### src/rtl/onehot_mux_pipe.sv
// Registered one-hot multiplexer with valid/ready flow control.
// Non-one-hot selects are resolved to the lowest set bit or dropped, and are recorded in sticky error flags.
module onehot_mux_pipe #(
   parameter  int WIDTH = 64,
   parameter  int N     = 8,
   parameter  int CNT_W = 16,
   localparam int IDX_W = (N > 1) ? $clog2(N) : 1
) (
   input  logic               clk,
   input  logic               rst,
   input  logic [N*WIDTH-1:0] data_in,
   input  logic [N-1:0]       select,
   input  logic               in_valid,
   output logic               in_ready,
   output logic [WIDTH-1:0]   out_data,
   output logic [IDX_W-1:0]   out_idx,
   output logic               out_valid,
   input  logic               out_ready,
   output logic               err_zero,
   output logic               err_multi,
   output logic [CNT_W-1:0]   err_count,
   input  logic               err_clear
);

   logic             sel_zero;
   logic             sel_multi;
   logic [IDX_W-1:0] sel_idx;
   logic [WIDTH-1:0] sel_data;
   logic             accept;

   logic             out_valid_q, out_valid_d;
   logic [WIDTH-1:0] out_data_q,  out_data_d;
   logic [IDX_W-1:0] out_idx_q,   out_idx_d;
   logic             err_zero_q,  err_zero_d;
   logic             err_multi_q, err_multi_d;
   logic [CNT_W-1:0] err_cnt_q,   err_cnt_d;

   function automatic logic [CNT_W-1:0] sat_inc(input logic [CNT_W-1:0] v);
      return (&v) ? v : v + CNT_W'(1);
   endfunction

   // Scanning downward lets the lowest set bit win on a multi-hot select.
   always_comb begin
      sel_idx  = '0;
      sel_data = '0;
      for (int i = N - 1; i >= 0; i--) begin
         if (select[i]) begin
            sel_idx  = IDX_W'(i);
            sel_data = data_in[i*WIDTH +: WIDTH];
         end
      end
   end

   assign sel_zero  = ~|select;
   assign sel_multi = |(select & (select - N'(1)));

   assign in_ready = !out_valid_q || out_ready;
   assign accept   = in_valid && in_ready;

   always_comb begin
      out_valid_d = out_valid_q;
      out_data_d  = out_data_q;
      out_idx_d   = out_idx_q;
      err_zero_d  = err_zero_q;
      err_multi_d = err_multi_q;
      err_cnt_d   = err_cnt_q;

      // A zero-hot accept carries no data, so it behaves like an idle cycle on the output.
      if (accept && !sel_zero) begin
         out_valid_d = 1'b1;
         out_data_d  = sel_data;
         out_idx_d   = sel_idx;
      end else if (out_valid_q && out_ready) begin
         out_valid_d = 1'b0;
      end

      if (err_clear) begin
         err_zero_d  = 1'b0;
         err_multi_d = 1'b0;
         err_cnt_d   = '0;
      end else if (accept && (sel_zero || sel_multi)) begin
         err_zero_d  = err_zero_q  | sel_zero;
         err_multi_d = err_multi_q | sel_multi;
         err_cnt_d   = sat_inc(err_cnt_q);
      end
   end

   always_ff @(posedge clk) begin
      if (rst) begin
         out_valid_q <= 1'b0;
         out_data_q  <= '0;
         out_idx_q   <= '0;
         err_zero_q  <= 1'b0;
         err_multi_q <= 1'b0;
         err_cnt_q   <= '0;
      end else begin
         out_valid_q <= out_valid_d;
         out_data_q  <= out_data_d;
         out_idx_q   <= out_idx_d;
         err_zero_q  <= err_zero_d;
         err_multi_q <= err_multi_d;
         err_cnt_q   <= err_cnt_d;
      end
   end

   assign out_valid = out_valid_q;
   assign out_data  = out_data_q;
   assign out_idx   = out_idx_q;
   assign err_zero  = err_zero_q;
   assign err_multi = err_multi_q;
   assign err_count = err_cnt_q;

endmodule

### config.mk
export PLATFORM = sky130hd
export DESIGN_NAME = onehot_mux_pipe
export DESIGN_NICKNAME = d
export VERILOG_FILES = /design/src/rtl/onehot_mux_pipe.sv
export SDC_FILE = /design/constraint.sdc
export NUM_CORES = 1
export LEC_CHECK = 0
export BUFFER_PORTS_ARGS = -buffer_cell sky130_fd_sc_hd__buf_2
export CAP_MARGIN = 30
export CORE_AREA = 2 2 236 238
export DETAILED_ROUTE_END_ITERATION = 10
export DIE_AREA = 0 0 238 240
export GPL_TIMING_DRIVEN = 0
export SLEW_MARGIN = 20
export SYNTH_ARGS = -nofsm -noshare
export SYNTH_HDL_FRONTEND = slang
export SYNTH_SLANG_ARGS = --single-unit
### constraint.sdc
create_clock -name clk -period 2.5 [get_ports clk]
set_clock_uncertainty 0.2 [all_clocks]
set_input_delay 0.375 -clock clk [delete_from_list [all_inputs] [get_ports clk]]
set_output_delay 0.375 -clock clk [all_outputs]
set_load 0.1 [all_outputs]
==> flow_metrics.tcl, run 1 <==
set metrics [dict create \
    setup_ws_ps 62.07 \
    cp_top_family "buffers and inverters" \
    final_util 0.2027 \
    cp_slowest_cell "or4_4" \
    drv_slew 0 \
    end_kind "register" \
    async_flop_share 0 \
    area_delta_synth_final_pct 66.52 \
    overflow 0 \
    vias 10700 \
    p_comb_frac 0.435 \
    fill_cells 6307 \
    cts.clk_slew.worst_paths_ps 80 \
    slew_headroom 0.4607 \
    drv_cap 0 \
    drt_iter0_markers 949 \
    drt-wirelength-per-cell_um 24.84 \
    hold_path_class "in -> reg" \
    hold_violations 0 \
    p_int_uw 2986 \
    io_buffer_count 607 \
    die_area_um2 57120 \
    cp_max_fo 10 \
    ys_warn_count 0 \
    stdcell_area_um2 11080 \
    arrival_ps 2530 \
    crit_chain "buf_2, or4_4, o211ai_4, buf_4, clkbuf_1, a221o_1, o21ai_0, o32ai_1" \
    crit_cells 8 \
    synth.distinct_cells 49 \
    insertion_delay_ps 380 \
    fp.dieH_um 240 \
    rows 86 \
    seqPwrFrac 0.278 \
    period_share 0.9752 \
    grt_max_degree 18 \
    cp-start-kind "input port" \
    cts.sink_count 86 \
    setup-violations-final 0 \
    chipWidth_um 238 \
    start_util 0.1217 \
    peakVddDrop_v 0.0003433 \
    final_nets 1991 \
    crit_buf_inv 3 \
    routed_wl_um 54250 \
    ys_ff_latch 86 \
    gp_congestion 0.9407 \
    ys_seq_area_frac 0.2587 \
    drive_gt1_frac 0.4673 \
    leakage_uw 0.004639 \
    syn-num-nets 1367 \
    antenna_found_initial 19 \
    drc 0 \
    place_area_um2 10690 \
    hold_depth 3 \
    vias_per_cell 4.900 \
    clockBufferDepth 2 \
    rr_worst_depth 5 \
    power.switching_uw 2507 \
    post-place-ws_ps -1163 \
    synth_top_area_share 0.2587 \
    grt_pass1_wl_um 72030 \
    synth_common_cells "clkbuf_1 (99), dfxtp_1 (86), nor3_1 (67), nor2b_1 (66), o21ai_0 (66)" \
    required_ps 2590 \
    grt_setup_unrepaired "false" \
    synth_area_um2 6655 \
    hold_buffers 0 \
    synthCells 841 \
    ys_top_cells_by_area "dfxtp_1 (26%), a221o_1 (9.6%), o32ai_1 (8.6%)" \
    grtUsageTotal 0.1785 \
    cts_root_buf "clkbuf_16" \
    cts_tree "yes" \
    dr.pass1.iters 5 \
    clock_power_share 0.287 \
    period_minus_slack_ps 2438 \
    ant_nets 0 \
    power.density_nw_per_um2 495.7 \
    core_area_um2 54660 \
    cts_made_buffers 9 \
    max_clock_freq_ghz 0.4102 \
    grt_pass1_vias 10280 \
    syn_area_per_cell_um2 7.913 \
    htree_levels 3 \
    yosysMostFrequentCell "clkbuf_1" \
    status "complete, no violations" \
    dp_hpwl_um 43740 \
    switching_share 0.4564 \
    io_pins 612 \
    critPathKind "in -> reg" \
    tightest_slew_ps 809.0 \
    ys.flop_type "dfxtp_1" \
    yosys.area.top_type "dfxtp_1" \
    slowest_delay_ps 610 \
    synth-edff-count 0 \
]
-- cell type report --
class | count | area, um2 | share of cell area
Clock buffer | 9 | 225.2 | 0.02032
Multi-Input combinational cell | 637 | 4493 | 0.4054
Inverter | 6 | 22.52 | 0.002032
Clock inverter | 7 | 87.58 | 0.007903
Buffer | 111 | 485.5 | 0.04381
Tap cell | 704 | 880.8 | 0.07949
Sequential cell | 86 | 1752 | 0.1581
Timing Repair Buffer | 614 | 3110 | 0.2807
Antenna cell | 10 | 25.02 | 0.002258
-- power groups by stage --
| stage | registers (uW) | logic [uW] | clock network, uW |
|---|---|---|---|
| 6_report | 1530 | 2390 | 1580 |
| 5_1_grt | 1540 | 2500 | 1690 |
| 4_1_cts | 1530 | 2370 | 1640 |
| 3_5_place_dp | 1560 | 2360 | 0 |
| 3_3_place_gp | 1560 | 2350 | 0 |
| 2_1_floorplan | 2310 | 644 | 0 |
-- timing repair --
action	4_1_cts	5_1_grt
gates resized for setup	9	19
setup endpoints to repair	66	30
buffers inserted	2	0
pin swaps	1	0
-- logic make-up (layout without fill, tap and decap cells) --
kind of cell,after synthesis,after routing,synth area share
adder cells (fa/ha/maj),1,1,0.001880
other,0,10,0
AND/OR/NAND/NOR,200,200,0.1703
flip-flops,86,86,0.2587
buffers and inverters,118,747,0.07013
AO/OA/AOI/OAI,434,434,0.4960
multiplexers,2,2,0.003008
-- registers in the layout, indices dropped and copies added, names as in the netlist --
register   cells
out_data      64
err_count     16
out_idx        3
err_multi      1
err_zero       1
out_valid      1
-- per-layer routing --
metal / track usage / vias to the layer above / part of all wire / routed length [um]
li1: - / 4820 / - / -
met1: 0.2217 / 5116 / 0.41 / 22160
met2: 0.2871 / 662 / 0.46 / 25090
met3: 0.04879 / 96 / 0.089 / 4831
met4: 0.08258 / 8 / 0.039 / 2119
met5: 0 / - / 0.00094 / 51
-- path summary, 6_finish.rpt --
kind / from / end / slack (ps)
worst max register to register: err_count[8]$_SDFFE_PP0P_ / err_count[9]$_SDFFE_PP0P_ / 200
worst max-delay path: select[0] / out_data[12]$_SDFFE_PP0P_ / 60
worst min register to register: out_idx[0]$_SDFFE_PP0P_ / out_idx[0]$_SDFFE_PP0P_ / 260
worst min-delay path: err_clear / err_count[8]$_SDFFE_PP0P_ / 80
-- tightest hold or removal path, delay by kind of cell --
family                 cells  cell delay (ps)
multiplexers               1               60
AND/OR/NAND/NOR            1               90
buffers and inverters      1              100
-- placed cells by master (no fill, tap or decap), types with 4 or more instances in the layout --
cell | synthesis | layout
or4_1 | 8 | 8
o21ai_0 | 66 | 66
clkbuf_2 | 0 | 22
dfxtp_4 | 0 | 5
nand2_1 | 15 | 15
dfxtp_1 | 86 | 72
o31ai_1 | 10 | 10
a211oi_1 | 65 | 65
nor2b_1 | 66 | 66
o32ai_1 | 65 | 65
nand4_1 | 5 | 5
dfxtp_2 | 0 | 9
a21oi_1 | 18 | 18
buf_1 | 6 | 4
nand3_1 | 8 | 8
clkbuf_16 | 0 | 9
diode_2 | 0 | 10
inv_1 | 6 | 6
buf_2 | 4 | 611
buf_6 | 2 | 5
a221o_1 | 64 | 64
clkbuf_1 | 99 | 75
nor3_1 | 67 | 67
o22ai_1 | 64 | 64
a221oi_1 | 64 | 64
nor2_1 | 10 | 10
-- per-stage QoR --
step | hold slack [ps] | total power, uW | cells | setup TNS (ps)
6_report | 84.70 | 5493 | 2184 | 0
5_1_grt | 95.49 | 5724 | 2182 | 0
4_1_cts | 45.58 | 5538 | 2175 | 0
3_5_place_dp | 249.5 | 3915 | 2157 | -51420
3_3_place_gp | 239.0 | 3904 | 2152 | -80120
2_1_floorplan | 347.3 | 2957 | 841 | 0
No activity file was read; power rests on OpenSTA's default activity.
==> run 2: changes to the inputs <==
==> constraint.sdc (replaced) <==
create_clock -name clk -period 2.7 [get_ports clk]
set_clock_uncertainty 0.2 [all_clocks]
set_input_delay 0.405 -clock clk [delete_from_list [all_inputs] [get_ports clk]]
set_output_delay 0.405 -clock clk [all_outputs]
set_load 0.1 [all_outputs]
==> flow_metrics.tcl, run 2 (synthesized netlist as in run 1, its figures left out) <==
set metrics [dict create \
    fin_tns_setup_ps 0 \
    drv_cap 0 \
    drive_gt1_frac 0.4579 \
    slew_headroom 0.4044 \
    power.switching_uw 2337 \
    die_area_um2 57120 \
    status "complete, no violations" \
    post-place-ws_ps -1039 \
    dr.pass1.iters 5 \
    overflow 0 \
    grt_setup_unrepaired "true" \
    regArea_um2 1735 \
    seqPwrFrac 0.283 \
    dp_hpwl_um 43600 \
    final_util 0.2027 \
    drc 0 \
    final_nets 1993 \
    ant_nets 0 \
    drt-wirelength-per-cell_um 24.88 \
    period_minus_slack_ps 2664 \
    cts.sink_count 86 \
    io_buffer_count 607 \
    power.density_nw_per_um2 453.1 \
    htree_levels 3 \
    rows 86 \
    grt_pass1_vias 10270 \
    max_clock_freq_ghz 0.3754 \
    grtUsageTotal 0.1806 \
    cts.clk_slew.worst_paths_ps 80 \
    crit_chain "buf_2, nor2b_1, buf_2, clkbuf_1, a221oi_1, nor3_1, a211oi_1, o32ai_1" \
    insertion_delay_ps 380 \
    grt_pass1_wl_um 73020 \
    fin_hold_ws_ps 121.0 \
    chipWidth_um 238 \
    hold_violations 0 \
    vias_per_cell 4.913 \
    grt_max_degree 19 \
    cp_max_fo 10 \
    core_area_um2 54660 \
    setup-violations-final 0 \
    cpMostUsedCell "buf_2" \
    cp_slowest_cell "clkbuf_1" \
    place_area_um2 10700 \
    end_kind "register" \
    routed_wl_um 54330 \
    period_share 0.9867 \
    arrival_ps 2750 \
    drt_iter0_markers 789 \
    multi_input_area_um2 4509 \
    p_int_uw 2682 \
    slowest_delay_ps 560 \
    peakVddDrop_v 0.0003110 \
    start_util 0.1217 \
    setup_ws_ps 35.87 \
    leakage_uw 0.004597 \
    crit_buf_inv 3 \
    drv_slew 0 \
    gp_congestion 0.9202 \
    hold_path_class "in -> reg" \
    largest_reg_flops 64 \
    clockBufferDepth 2 \
    cts_made_buffers 9 \
    vias 10730 \
    cp-start-kind "input port" \
    hold_buffers 0 \
    required_ps 2790 \
    cts_root_buf "clkbuf_16" \
    layout_common_cells "buf_2 (611), clkbuf_1 (88), dfxtp_1 (75)" \
    stdcell_area_um2 11080 \
    area_delta_synth_final_pct 66.46 \
    fill_cells 6314 \
    tightest_slew_ps 893.4 \
    cts_tree "yes" \
    clock_power_share 0.276 \
    critPathKind "in -> reg" \
    p_comb_frac 0.441 \
    antenna_found_initial 10 \
    cp_top_family "buffers and inverters" \
    io_pins 612 \
    switching_share 0.4656 \
    layout_commonest_cell "buf_2" \
    fp.dieH_um 240 \
]
==> run 2: cell count changes in the layout (fill, tap and decap cells not counted), moves of 3 or more <==
cell,delta
dfxtp_1,+3
clkbuf_1,+13
dfxtp_4,-5
clkbuf_2,-14
==> run 2: final timing paths <==
path | endpoint | from | slack (ps) | depth (start not counted)
worst max-delay path | out_data[46]$_SDFFE_PP0P_ | select[7] | 40 | 8
worst min-delay path | err_count[8]$_SDFFE_PP0P_ | err_clear | 120 | 3
worst max register to register | out_data[13]$_SDFFE_PP0P_ | out_valid$_SDFFE_PP0P_ | 240 | 7
worst min register to register | err_multi$_SDFFE_PP0P_ | err_multi$_SDFFE_PP0P_ | 260 | 2
==> run 2: metal layers <==
layer,share of wire,up-vias,track usage
met5,0.00022,-,0
met4,0.044,2,0.08958
met3,0.088,110,0.04604
met2,0.46,676,0.2880
met1,0.41,5134,0.2259
li1,-,4809,-
==> run 2: through the flow <==
stage / cells / total power [uW]
2_1_floorplan: 841 / 2742
3_3_place_gp: 2152 / 3618
3_5_place_dp: 2158 / 3632
4_1_cts: 2176 / 5062
5_1_grt: 2180 / 5226
6_report: 2184 / 5019
==> run 2: what timing repair did <==
item,4_1_cts,5_1_grt
resized for setup,5,7
pin swaps,1,0
setup buffers,2,0
endpoints found under the setup margin,51,31
hold endpoints to repair,0,0
==> run 2: final cells by class <==
cell class                 instances  share of cell area
clock inverter                     7            0.007115
multi-input combinational        637              0.4070
antenna                            8            0.001807
buffer                           112             0.04201
clock buffer                       9             0.02033
timing repair buffer             615              0.2835
tap                              704             0.07951
sequential                        86              0.1567
inverter                           6            0.002033
==> run 2: tightest hold or removal path, cell delays in order <==
cell and delay (ps):
buf_2 100, or3_1 100, mux2i_1 50
==> run 2: power by group through the flow <==
stage	clock [uW]	sequential [uW]	combinational [uW]
2_1_floorplan	0	2150	595
3_3_place_gp	0	1450	2170
3_5_place_dp	0	1440	2190
4_1_cts	1450	1420	2200
5_1_grt	1480	1430	2320
6_report	1390	1420	2210
